$ cat src/rtl/uart_tx_arb_pkg.sv
// Shared definitions for the UART transmit arbiter: FSM state encodings and default word width.
package uart_tx_arb_pkg;

    localparam int DEF_WORD_WIDTH = 8;

    typedef enum logic {
        ARB_IDLE   = 1'b0,
        ARB_LOCKED = 1'b1
    } arb_state_t;

endpackage

$ cat src/rtl/uart_tx_arb_rr_pick.sv
// Combinational round-robin pick: first set bit of req at or above ptr, wrapping modulo N.
module rr_pick #(
    parameter int N = 4
) (
    input  logic [N-1:0]         req,
    input  logic [$clog2(N)-1:0] ptr,
    output logic [N-1:0]         pick
);

    localparam logic [N-1:0] ONE = {{(N-1){1'b0}}, 1'b1};

    logic [2*N-1:0] dbl_fwd;
    logic [2*N-1:0] dbl_back;
    logic [N-1:0]   rot;
    logic [N-1:0]   rot_pick;

    // Rotate so ptr lands on bit 0, isolate the lowest set bit, rotate back.
    always_comb begin
        dbl_fwd  = {req, req} >> ptr;
        rot      = dbl_fwd[N-1:0];
        rot_pick = rot & (~rot + ONE);
        dbl_back = {rot_pick, rot_pick} << ptr;
        pick     = dbl_back[2*N-1:N];
    end

endmodule

$ cat src/rtl/uart_tx_arb.sv
// Packet-locked round-robin arbiter sharing one UART transmit word interface among NREQ requesters.
// Optional holder-idle watchdog release is built when UART_ARB_WDOG_EN is defined.
module uart_tx_arb
    import uart_tx_arb_pkg::*;
#(
    parameter int WORD_WIDTH  = DEF_WORD_WIDTH,
    parameter int NREQ        = 4,
    parameter int MAX_BURST   = 16,
    parameter int WDOG_CYCLES = 256
) (
    input  logic                       clk,
    input  logic                       rst_n,
    input  logic [NREQ-1:0]            req_valid,
    input  logic [NREQ*WORD_WIDTH-1:0] req_data,
    input  logic [NREQ-1:0]            req_last,
    output logic [NREQ-1:0]            req_ready,
    output logic                       wr_valid,
    output logic [WORD_WIDTH-1:0]      wr_data,
    input  logic                       wr_ready,
    output logic [NREQ-1:0]            grant,
    output logic                       wdog_err,
    output logic                       state_dbg
);

    localparam int PW = $clog2(NREQ);
    localparam int BW = $clog2(MAX_BURST + 1);

    arb_state_t      state_q;
    logic [NREQ-1:0] grant_q;
    logic [PW-1:0]   rr_ptr_q;
    logic [PW-1:0]   rr_ptr_d;
    logic [BW-1:0]   beat_cnt_q;
    logic [PW-1:0]   g_idx;
    logic [NREQ-1:0] pick;
    logic            accept;
    logic            hit_last;
    logic            hit_cap;
    logic            wdog_fire;
    logic            release_any;

    rr_pick #(.N(NREQ)) u_pick (
        .req  (req_valid),
        .ptr  (rr_ptr_q),
        .pick (pick)
    );

    always_comb begin
        g_idx = '0;
        for (int i = 0; i < NREQ; i++) begin
            if (grant_q[i]) g_idx = PW'(i);
        end
    end

    // Handshake: a beat moves when wr_valid && wr_ready; both sides are driven straight
    // from the registered grant, so grant_q == 0 in IDLE blocks every transfer.
    assign wr_valid  = |(grant_q & req_valid);
    assign wr_data   = req_data[g_idx*WORD_WIDTH +: WORD_WIDTH];
    assign req_ready = grant_q & {NREQ{wr_ready}};
    assign grant     = grant_q;
    assign state_dbg = (state_q == ARB_LOCKED);

    assign accept      = wr_valid & wr_ready;
    assign hit_last    = accept & req_last[g_idx];
    assign hit_cap     = accept & (beat_cnt_q == BW'(MAX_BURST - 1));
    assign release_any = hit_last | hit_cap | wdog_fire;
    assign rr_ptr_d    = (g_idx == PW'(NREQ - 1)) ? '0 : g_idx + PW'(1);

`ifdef UART_ARB_WDOG_EN
    localparam int WW = (WDOG_CYCLES > 1) ? $clog2(WDOG_CYCLES) : 1;

    logic [WW-1:0] wdog_cnt_q;
    logic          wdog_err_q;

    assign wdog_fire = (state_q == ARB_LOCKED) && !wr_valid &&
                       (wdog_cnt_q == WW'(WDOG_CYCLES - 1));
    assign wdog_err  = wdog_err_q;

    always_ff @(posedge clk or negedge rst_n) begin
        if (!rst_n) begin
            wdog_cnt_q <= '0;
            wdog_err_q <= 1'b0;
        end else begin
            wdog_err_q <= wdog_fire;
            if (state_q != ARB_LOCKED || wr_valid || wdog_fire) wdog_cnt_q <= '0;
            else                                               wdog_cnt_q <= wdog_cnt_q + WW'(1);
        end
    end
`else
    assign wdog_fire = 1'b0;
    assign wdog_err  = 1'b0;
`endif

    always_ff @(posedge clk or negedge rst_n) begin
        if (!rst_n) begin
            state_q    <= ARB_IDLE;
            grant_q    <= '0;
            rr_ptr_q   <= '0;
            beat_cnt_q <= '0;
        end else begin
            case (state_q)
                ARB_IDLE: begin
                    if (|req_valid) begin
                        grant_q <= pick;
                        state_q <= ARB_LOCKED;
                    end
                end
                ARB_LOCKED: begin
                    if (release_any) begin
                        state_q    <= ARB_IDLE;
                        grant_q    <= '0;
                        beat_cnt_q <= '0;
                        rr_ptr_q   <= rr_ptr_d;
                    end else if (accept) begin
                        beat_cnt_q <= beat_cnt_q + BW'(1);
                    end
                end
                default: begin
                    state_q <= ARB_IDLE;
                    grant_q <= '0;
                end
            endcase
        end
    end

endmodule

$ cat config.mk
export PLATFORM = sky130hd
export DESIGN_NAME = uart_tx_arb
export DESIGN_NICKNAME = d
export VERILOG_FILES = /design/src/rtl/uart_tx_arb_pkg.sv /design/src/rtl/uart_tx_arb_rr_pick.sv /design/src/rtl/uart_tx_arb.sv
export SDC_FILE = /design/constraint.sdc
export NUM_CORES = 1
export LEC_CHECK = 0
export CAP_MARGIN = 15
export CORE_MARGIN = 4
export CORE_UTILIZATION = 40
export DETAILED_ROUTE_END_ITERATION = 8
export HOLD_SLACK_MARGIN = 0.15
export PLACE_DENSITY_LB_ADDON = 0.15
export SYNTH_ARGS = -nofsm -noshare
export SYNTH_HDL_FRONTEND = slang
export SYNTH_SLANG_ARGS = --single-unit
$ cat constraint.sdc
create_clock -name clk -period 3.1 [get_ports clk]
set_input_delay 0.31 -clock clk [delete_from_list [all_inputs] [get_ports clk]]
set_output_delay 0.31 -clock clk [all_outputs]
set_load 0.02 [all_outputs]
# After elaboration in Yosys (flattened, before gate mapping)
# Index checks and enable logic that the tools add are counted.
# classes
muxes	14
addsub	3
n_reduce_logical	6
shifts	3
eq_ne	4
n_lt_le_gt_ge	1
bitwise	9
# op_table
op	count
$shiftx 32x6->8	1
$and 4x4->4	3
$mux 5	2
$mux 4	2
$pmux 4 s2	1
$reduce_or 4->1	2
$shl 8x2->8	1
$shr 8x2->4	1
$mux 2	3
$reduce_and 2->1	3
$add 5x1->5 const B	1
$eq 5x4->1 const B	1
$add 4x1->4 const B	1
$mux 1	4
$not 4->4	1
$and 1x1->1	3
$lt 2x3->1 const B	1
$add 2x1->2 const B	1
$bmux 1 s2	1
$eq 2x2->1 const B	1
$ne 2x1->1 const B	1
$ne 2x2->1 const B	1
$pmux 1 s2	1
$reduce_bool 2->1	1
other kinds (2)	2
# totals
word_cells	44
output_inout_bits	19
register_bits	12
inputBits	43

# Logic depth before layout (Yosys ltp)
# Gate-level depths: netlist of the first run.
# logic_depth
word_depth	9
ltp_mapped	6
mapped_depth_nobuf	5

# By module
# From an unflattened synthesis of the first run, not the netlist that was laid out.
# unflattened
cells_unflattened	133
area_unflattened_um2	1046.0
# modules_own_cells
module	n_inst	seq_area_each_um2	area_per_inst_um2	cells_per_inst
uart_tx_arb	1	300.3	935.9	116
rr_pick	1	0.0	110.1	17

# Worst setup path before layout of the first run
# OpenSTA, ideal clock, no wires.
# synth_timing
path_type	register to output
start	register grant_q[1] (netlist: grant[1])
end	output port wr_data[1]
path_stages_with_launch	7
n_path_buf	2
slack_ns	1.251
arrival_time_ns	1.539
t_required_ns	2.790
cell_sequence	dfrtp_1 buf_4 buf_2 mux2i_1 nor2_1 a21oi_1 o21ai_0
# synth_via
elab_chain_cells	4
# synth_rtl
element	line	source
from (decl)	uart_tx_arb.sv:29	logic [NREQ-1:0] grant_q;
from (signal assigned)	uart_tx_arb.sv:103	grant_q <= pick;
$mux 1	uart_tx_arb.sv:50	if (grant_q[i]) g_idx = PW'(i);
$mux 2 (2 in series)	uart_tx_arb.sv:50	
$shiftx 32x6->8	uart_tx_arb.sv:57	assign wr_data = req_data[g_idx*WORD_WIDTH +: WORD_WIDTH];
to (decl)	uart_tx_arb.sv:18	output logic [WORD_WIDTH-1:0] wr_data,
# No other way between the ends.

# Worst setup path after layout of the first run
# layout_timing
start	register grant_q[1] (netlist: grant[1])
end	output port wr_data[0]
# Same word-level chain as after synthesis.

==> flow_summary.toml, run 1 <==
[run_status]
status = "finished, final reports clean"

[synthesis]
synth_seq_area_share = 0.2941
netlist_instances = 123
synth_nets = 168
synth.distinct_cells = 36
yosys_warnings = 0
syn_area_per_cell_um2 = 8.301
yosysTopAreaCell = "dfrtp_1"
syn_area_um2 = 1021
synth_area_leaders = "dfrtp_1 29%, mux2i_1 9.8%, a21oi_1 6.4%"
ys_seq_elements = 12
synth_top_area_share = 0.2941

[finish]
area_delta_synth_final_pct = 62.62
final_cell_area_um2 = 1660
drive_gt1_frac = 0.04444
seqCellArea_um2 = 300.3
multi_input_area_um2 = 659.4
finalNetCount = 226
num-fill-cells = 197
diodes = 0

[die]
num_rows = 18
die_x_um = 58.52
coreArea_um2 = 2455
die_area_um2 = 3425
fp.dieH_um = 58.52
initial_core_util = 0.4159
design.portCount = 62

[clock_network]
cts_tree = "built"
cts_buffers = 3
hold_buffers = 0
clock-sinks = 12
h-tree-depth = 1
cts_root_buffer = "clkbuf_4"
clock_path_buffers = 2
cts_resized = 0
clk_pin_slew_ns = 0.08
clock_latency_ns = 0.28
cts_setup_buffers = 0

[global_route]
gr-usage-met1 = 0.2374
overflow = 0
grt_first_pass_wirelength_um = 5092
met3_usage = 0.04825
grt_pass1_vias = 1107
grt_util_all_layers = 0.1963
grt_use_met2 = 0.3238
grt_max_degree = 26
top_usage_layer = "met2"
antenna_found_initial = 0

[critical_path]
crit_arrival_ns = 2.26
rr_worst_depth = 4
cp_data_required_time_ns = 2.79
worstSetupPathType = "flip-flop to primary output"
r2r_start = "grant[3]"
crit_path_end_kind = "primary output"
rrSetupSlack_ns = 1.05
startpoint_type = "flip-flop"
critPathMaxFanout = 15
r2r-end = "rr_ptr_q[0]"

[timing]
setup_viol = 0
hold_viol = 0
slew_headroom = 0.4755
fin_crit_sh = 0.8302
drv_slew = 0
min_period_ns = 2.573
worst_slew_pin_slew_ns = 0.7868
clock-skew-final_ns = 0.002055
fmax_mhz = 388.6
finalSetupTns_ns = 0
whs_ns = 0.3779
grt_setup_unrepaired = "no"
fin_ws_ns = 0.5265

[pwr]
p_switching_uw = 600.4
leakage_uw = 0.0006789
internal_power_uw = 727.0
irDropWorstVdd_mv = 0.6505
combPwrFrac = 0.635
p_per_area_nw_per_um2 = 799.5
p_total_uw = 1327
seqPwrFrac = 0.268
switching_share = 0.4523
clockPowerShare = 0.097

[placed_design]
pre_cts_ws_ns = 0.8236
numPortBuffers = 60
place_area_um2 = 1624
hpwl_um = 2440
place.gp.congestion = 0.8316

[drt]
first_pass_iters = 4
num_vias = 1147
post-route-drc-count = 0
vias_per_cell = 5.462
post_drt_wl_per_cell_um = 15.26
ant_nets = 0
drtIter0Drc = 44
drt_wl_total_um = 3204

[min_path]
min_path_type = "input port to async pin"

[run]
max_cap_viol_count = 0
power groups by stage:
stage,registers [uW],clock network [uW],logic [uW]
floorplan,290,0,555
global placement,352,0,826
detailed placement,358,0,845
CTS,355,132,849
global route,374,141,913
finish,356,129,842
synthesized netlist by cell type:
master    instances
a21oi_1          13
dfrtp_1          12
nand2_1          12
o21ai_0          12
nor2_1           11
mux2i_1          10
inv_1             7
and2_1            5
clkbuf_1          4
a32o_1            3
nor2b_1           3
a221o_1           2
a22o_1            2
a22oi_1           2
buf_4             2
ha_1              2
nor3_1            2
a21boi_1          1
a21o_1            1
a221oi_4          1
a31o_1            1
and3_1            1
buf_2             1
conb_1            1
mux2_1            1
mux2_4            1
nand3_1           1
nor3_2            1
nor3b_1           1
nor4b_1           1
o2111a_1          1
o211a_1           1
o21bai_1          1
o21bai_4          1
o22ai_1           1
o41ai_1           1
layout by cell type (no fill, tap or decap), drive strengths merged:
master / count
nor2b: 3
o22ai: 1
nor4b: 1
o41ai: 1
clkbuf: 4
nand3: 1
o211a: 1
a21oi: 13
a21boi: 1
nor2: 11
and2: 5
nand2: 12
mux2i: 10
o21ai: 12
a221o: 2
o21bai: 2
inv: 7
o2111a: 1
a221oi: 1
and3: 1
clkdlybuf4s50: 60
nor3: 3
a22oi: 2
mux2: 2
nor3b: 1
a32o: 3
dfrtp: 12
ha: 2
a21o: 1
conb: 1
a22o: 2
a31o: 1
worst max-delay path, stage by stage, from the launching register on:
cell and delay, ns:
dfrtp_1 0.78, mux2i_1 0.16, nor2_1 0.12, a21oi_1 0.05
o21ai_0 0.22, clkdlybuf4s50_1 0.65
registers in the layout, summed over array words and instances (netlist names):
| name | cells |
|---|---|
| beat_cnt_q | 5 |
| grant | 4 |
| rr_ptr_q | 2 |
| state_dbg | 1 |
per-stage QoR:
step,instances,util
2_1_floorplan,123,-
3_3_place_gp,206,0.6616
3_5_place_dp,206,0.6616
4_1_cts,210,0.6764
5_1_grt,210,0.6764
6_report,210,0.6764
final cells by class:
cell class                 count  share of cell area
clock buffer                   4             0.02185
multi-input combinational     97              0.3971
tap                           30             0.02261
timing repair buffer          60              0.3617
sequential                    12              0.1809
inverter                       7             0.01583
cells by family (layout without fill, tap and decap cells):
family                     Yosys count  after routing  share of synthesized area
AOI/OAI and AO/OA                   44             44                     0.3137
and+or+nand+nor                     38             38                     0.1802
buffers and inverters               14             71                    0.06004
adders and majority gates            2              2                    0.02451
muxes                               12             12                     0.1238
DFF                                 12             12                     0.2941
other                                1              1                   0.003673
worst max path at each step:
stage | startpoint | end | slack [ns] | cells past startpoint
floorplan | grant[1] | wr_data[1] | 1.25 | 6
global placement | grant[1] | wr_data[0] | 0.89 | 5
detailed placement | grant[1] | wr_data[0] | 0.82 | 5
CTS | grant[1] | wr_data[0] | 0.51 | 5
global route | grant[1] | wr_data[7] | 0.36 | 5
finish | grant[1] | wr_data[0] | 0.53 | 5
routing by layer:
metal / vias up / routed length [um]
li1: 561 / -
met1: 533 / 1365
met2: 49 / 1532
met3: 4 / 268
met4: 0 / 37
met5: - / 0
(Power assumes the default switching activity.)
==> run 2: changes to the inputs <==
CORE_UTILIZATION = 37   (was 40)
clock period = 2.45 ns   (was 3.1 ns; I/O delays follow)
==> run 2 against run 1 <==
Compared with the run above: clock-buffer cell count unchanged; largest power group unchanged; core utilization fell by 1.7 points; combinational power up 31%; sequential power increased by 23%.
==> flow_summary.toml, run 2 (synthesis gave the netlist of run 1 again) <==
[finish]
num-fill-cells = 215
layout.core_utilization = 0.6598
layout_commonest_cell = "clkdlybuf4s50_1"
finalNetCount = 228
regMostFlops = "beat_cnt_q"
final_cell_area_um2 = 1679
largest_reg_flops = 5
area_delta_synth_final_pct = 64.46
final_cell_mix = "60 x clkdlybuf4s50_1, 13 x a21oi_1, 12 x nand2_1, 12 x o21ai_0, 11 x nor2_1"
layout.cells.non_filler = 212
drive_gt1_frac = 0.07143
diodes = 0
seqCellArea_um2 = 304.0
multi_input_area_um2 = 659.4

[drt]
vias_per_cell = 5.486
ant_nets = 0
drtIter0Drc = 56
num_vias = 1163
first_pass_iters = 4
post_drt_wl_per_cell_um = 15.23
drt_wl_total_um = 3228
post-route-drc-count = 0

[placed_design]
place.gp.congestion = 0.9016
numPortBuffers = 60
placed_cells = 208
hpwl_um = 2521
place_area_um2 = 1639
pre_cts_ws_ns = 0.3633

[critical_path]
worstSetupPathType = "flip-flop to primary output"
critPathMaxFanout = 12
crit_chain = "mux2i_1 -> nor2_1 -> a21oi_1 -> o21ai_0 -> clkdlybuf4s50_1"
slowest_delay_ns = 0.64
cp_top_family = "buffers and inverters"
cp_data_required_time_ns = 2.20
crit_path_end_kind = "primary output"
rrSetupSlack_ns = 0.61
worst-path-buf-inv = 1
slowest_stage = "clkdlybuf4s50_1"
startpoint_type = "flip-flop"
crit_arrival_ns = 1.93

[global_route]
antenna_found_initial = 0
grt_max_degree = 26
grt_first_pass_wirelength_um = 4947
grt_pass1_vias = 1095
overflow = 0
grt_util_all_layers = 0.1790

[timing]
slew_headroom = 0.5342
clock-skew-final_ns = 0.003588
worst_slew_pin_slew_ns = 0.6897
fin_ws_ns = 0.2732
fmax_mhz = 459.4
drv_slew = 0
fin_crit_sh = 0.8885
finalSetupTns_ns = 0
hold_viol = 0
grt_setup_unrepaired = "no"
min_period_ns = 2.177
setup_viol = 0

[clock_network]
h-tree-depth = 1
cts_tree = "built"
cts_root_buffer = "clkbuf_4"
cts_setup_buffers = 0
clock-sinks = 12
clk_pin_slew_ns = 0.08
clock_path_buffers = 2
clock_latency_ns = 0.28
cts_buffers = 3

[die]
fp.dieH_um = 60.53
num_rows = 18
coreArea_um2 = 2545
design.portCount = 62
die_x_um = 60.53
die_area_um2 = 3664
initial_core_util = 0.4012

[pwr]
irDropWorstVdd_mv = 0.7020
leakage_uw = 0.0006849
p_per_area_nw_per_um2 = 1017

[min_path]
min_path_type = "input port to async pin"

[run_status]
status = "finished, final reports clean"

[run]
max_cap_viol_count = 0
[run 2: changes by cell type in the layout (fill, tap and decap cells not counted), sizes merged]
cell,delta
buf,+2
[run 2: area by class of cell]
class                           instances  area share
Sequential cell                        12      0.1811
Tap cell                               30     0.02235
Timing Repair Buffer                   62      0.3666
Multi-Input combinational cell         97      0.3927
Inverter                                7     0.01565
Clock buffer                            4     0.02161
[run 2: final timing paths]
check	end	from	depth (start not counted)
max in group asynchronous	grant[1]	rst_n	1
max	wr_data[3]	grant[1]	5
min reg2reg	beat_cnt_q[4]	beat_cnt_q[4]	1
min	beat_cnt_q[0]	rst_n	1
max reg2reg	rr_ptr_q[0]	grant[1]	5
min in group clk	beat_cnt_q[4]	beat_cnt_q[4]	1
[run 2: metrics by stage]
step / hold WS [ns] / total power [uW]
after detailed placement: 0.4929 / 1551
after CTS: 0.3389 / 1719
final: 0.3202 / 1708
after global routing: 0.3634 / 1844
after global placement: 0.4898 / 1518
after floorplan: -0.05059 / 1069
[run 2: report_power, final]
| part | switching [uW] | internal (uW) | total, uW |
|---|---|---|---|
| clock | 73.9 | 90.5 | 164 |
| combinational | 521 | 583 | 1100 |
| sequential | 171 | 268 | 439 |
[run 2: repair_timing]
item	CTS	global route
endpoints found under the setup margin	0	5
hold buffers	0	0
gates resized for setup	0	3
[run 2: metal layers]
metal / global-route usage / wire [um] / vias up
li1: - / - / 566
met1: 0.2370 / 1340 / 534
met2: 0.2824 / 1547 / 61
met3: 0.05745 / 325 / 2
met4: 0.04954 / 14 / 0
met5: 0 / 0 / -
==> run 3: changes to the inputs <==
CORE_UTILIZATION = 40   (was 37)
SKIP_LAST_GASP = 1   (was not set)
clock period = 2.69 ns   (was 2.45 ns; I/O delays follow)
==> run 3 against run 2 <==
Compared with the run above: sequential share of layout area hardly changed; final cell count is 0.94% lower; combinational power is 12% lower; clock-buffer cell count stayed put; register-to-register slack better by 0.06 ns; global-route usage is 1.5 points higher; first-iteration DRC count is 45% higher; largest power group unchanged; via count is 0.17% lower; hold slack better by 0.028 ns; sequential power is 6.6% lower; worst setup slack worse by 0.042 ns; die area is 6.5% lower.
==> flow_summary.toml, run 3 (synthesis gave the netlist of run 1 again) <==
[run_status]
status = "finished, final reports clean"

[critical_path]
r2r_start = "grant[3]"
slowest_delay_ns = 0.77
critPathMaxFanout = 15
startpoint_type = "flip-flop"
worstSetupPathType = "flip-flop to primary output"
cp_data_required_time_ns = 2.42
crit_arrival_ns = 2.19
timing.critical_path.from = "grant[1]"
slowest_stage = "dfrtp_1"
crit_path_end_kind = "primary output"
cp_top_family = "flip-flops"
worst-path-buf-inv = 1
crit_chain = "mux2i_1 -> nor2_1 -> a21oi_1 -> o21ai_0 -> clkdlybuf4s50_1"

[timing]
finalSetupTns_ns = 0
fmax_mhz = 406.7
fin_ws_ns = 0.2310
worst_slew_pin_slew_ns = 0.7782
grt_setup_unrepaired = "no"
min_period_ns = 2.459
fin_crit_sh = 0.9141
whs_ns = 0.3486
clock-skew-final_ns = 0.005082
drv_slew = 0
slew_headroom = 0.4812
setup_viol = 0
hold_viol = 0

[die]
coreArea_um2 = 2455
fp.dieH_um = 58.52
initial_core_util = 0.4159
num_rows = 18
die_area_um2 = 3425
die_x_um = 58.52
design.portCount = 62

[drt]
num_vias = 1161
drtIter0Drc = 81
post-route-drc-count = 0
drt_wl_total_um = 3178
first_pass_iters = 4
post_drt_wl_per_cell_um = 15.13
vias_per_cell = 5.529
ant_nets = 0

[global_route]
grt_util_all_layers = 0.1941
overflow = 0
antenna_found_initial = 0
grt_pass1_vias = 1105
grt_max_degree = 26
grt_first_pass_wirelength_um = 5237

[finish]
largest_reg_flops = 5
finalNetCount = 226
diodes = 0
drive_gt1_frac = 0.04444
seqCellArea_um2 = 300.3
multi_input_area_um2 = 659.4
final_cell_mix = "60 x clkdlybuf4s50_1, 13 x a21oi_1, 12 x nand2_1, 12 x o21ai_0, 12 x dfrtp_1"
layout_commonest_cell = "clkdlybuf4s50_1"
regMostFlops = "beat_cnt_q"
num-fill-cells = 221
area_delta_synth_final_pct = 62.62

[placed_design]
hpwl_um = 2527
numPortBuffers = 60
place.gp.congestion = 0.8444
pre_cts_ws_ns = 0.4868

[clock_network]
clock_path_buffers = 2
cts_tree = "built"
cts_buffers = 3
clk_pin_slew_ns = 0.08
clock_latency_ns = 0.27
hold_buffers = 0
cts_setup_buffers = 0
clock-sinks = 12
cts_resized = 0
h-tree-depth = 1
cts_root_buffer = "clkbuf_4"

[min_path]
min_path_type = "input port to async pin"

[pwr]
leakage_uw = 0.0006789
irDropWorstVdd_mv = 0.7105
p_per_area_nw_per_um2 = 915.0

[run]
max_cap_viol_count = 0
==> run 3: cell count changes in the layout (fill, tap and decap cells not counted) <==
cell / change
buf_4: -2
dfrtp_1: +3
dfrtp_2: -3
==> run 3: area by class of cell <==
class / instances / area share
repair buffers: 60 / 0.3617
multi-input cells: 97 / 0.3971
clock buffers: 4 / 0.02185
well taps: 30 / 0.02261
inverters: 7 / 0.01583
flip-flops and latches: 12 / 0.1809
==> run 3: path summary, 6_finish.rpt <==
check | cells after the start | slack, ns | end
worst max-delay path | 5 | 0.23 | wr_data[2]
worst min-delay path | 1 | 0.35 | grant[3]
worst max register to register | 4 | 0.67 | rr_ptr_q[0]
worst min register to register | 1 | 0.54 | beat_cnt_q[4]
max in group asynchronous | 1 | 1.98 | rr_ptr_q[1]
min in group clk | 1 | 0.54 | beat_cnt_q[4]
==> run 3: layer usage <==
metal  global-route usage  vias up  part of all wire
met5                    0        -                 0
met2               0.3285       57              0.48
met3              0.04825        4             0.096
met4              0.05629        0            0.0085
li1                     -      561                 -
met1               0.2432      539              0.41
==> run 3: power by group <==
| part | internal [uW] | switching (uW) |
|---|---|---|
| combinational | 515 | 453 |
| clock | 82.1 | 58.6 |
| sequential | 240 | 170 |
| total | 837 | 682 |
==> run 3: metrics by stage <==
step	util	cell area, um^2	std cells	total power, uW
floorplan	-	1021	123	973.5
global placement	0.6616	1624	206	1358
detailed placement	0.6616	1624	206	1391
CTS	0.6764	1660	210	1531
global route	0.6764	1660	210	1642
finish	0.6764	1660	210	1519
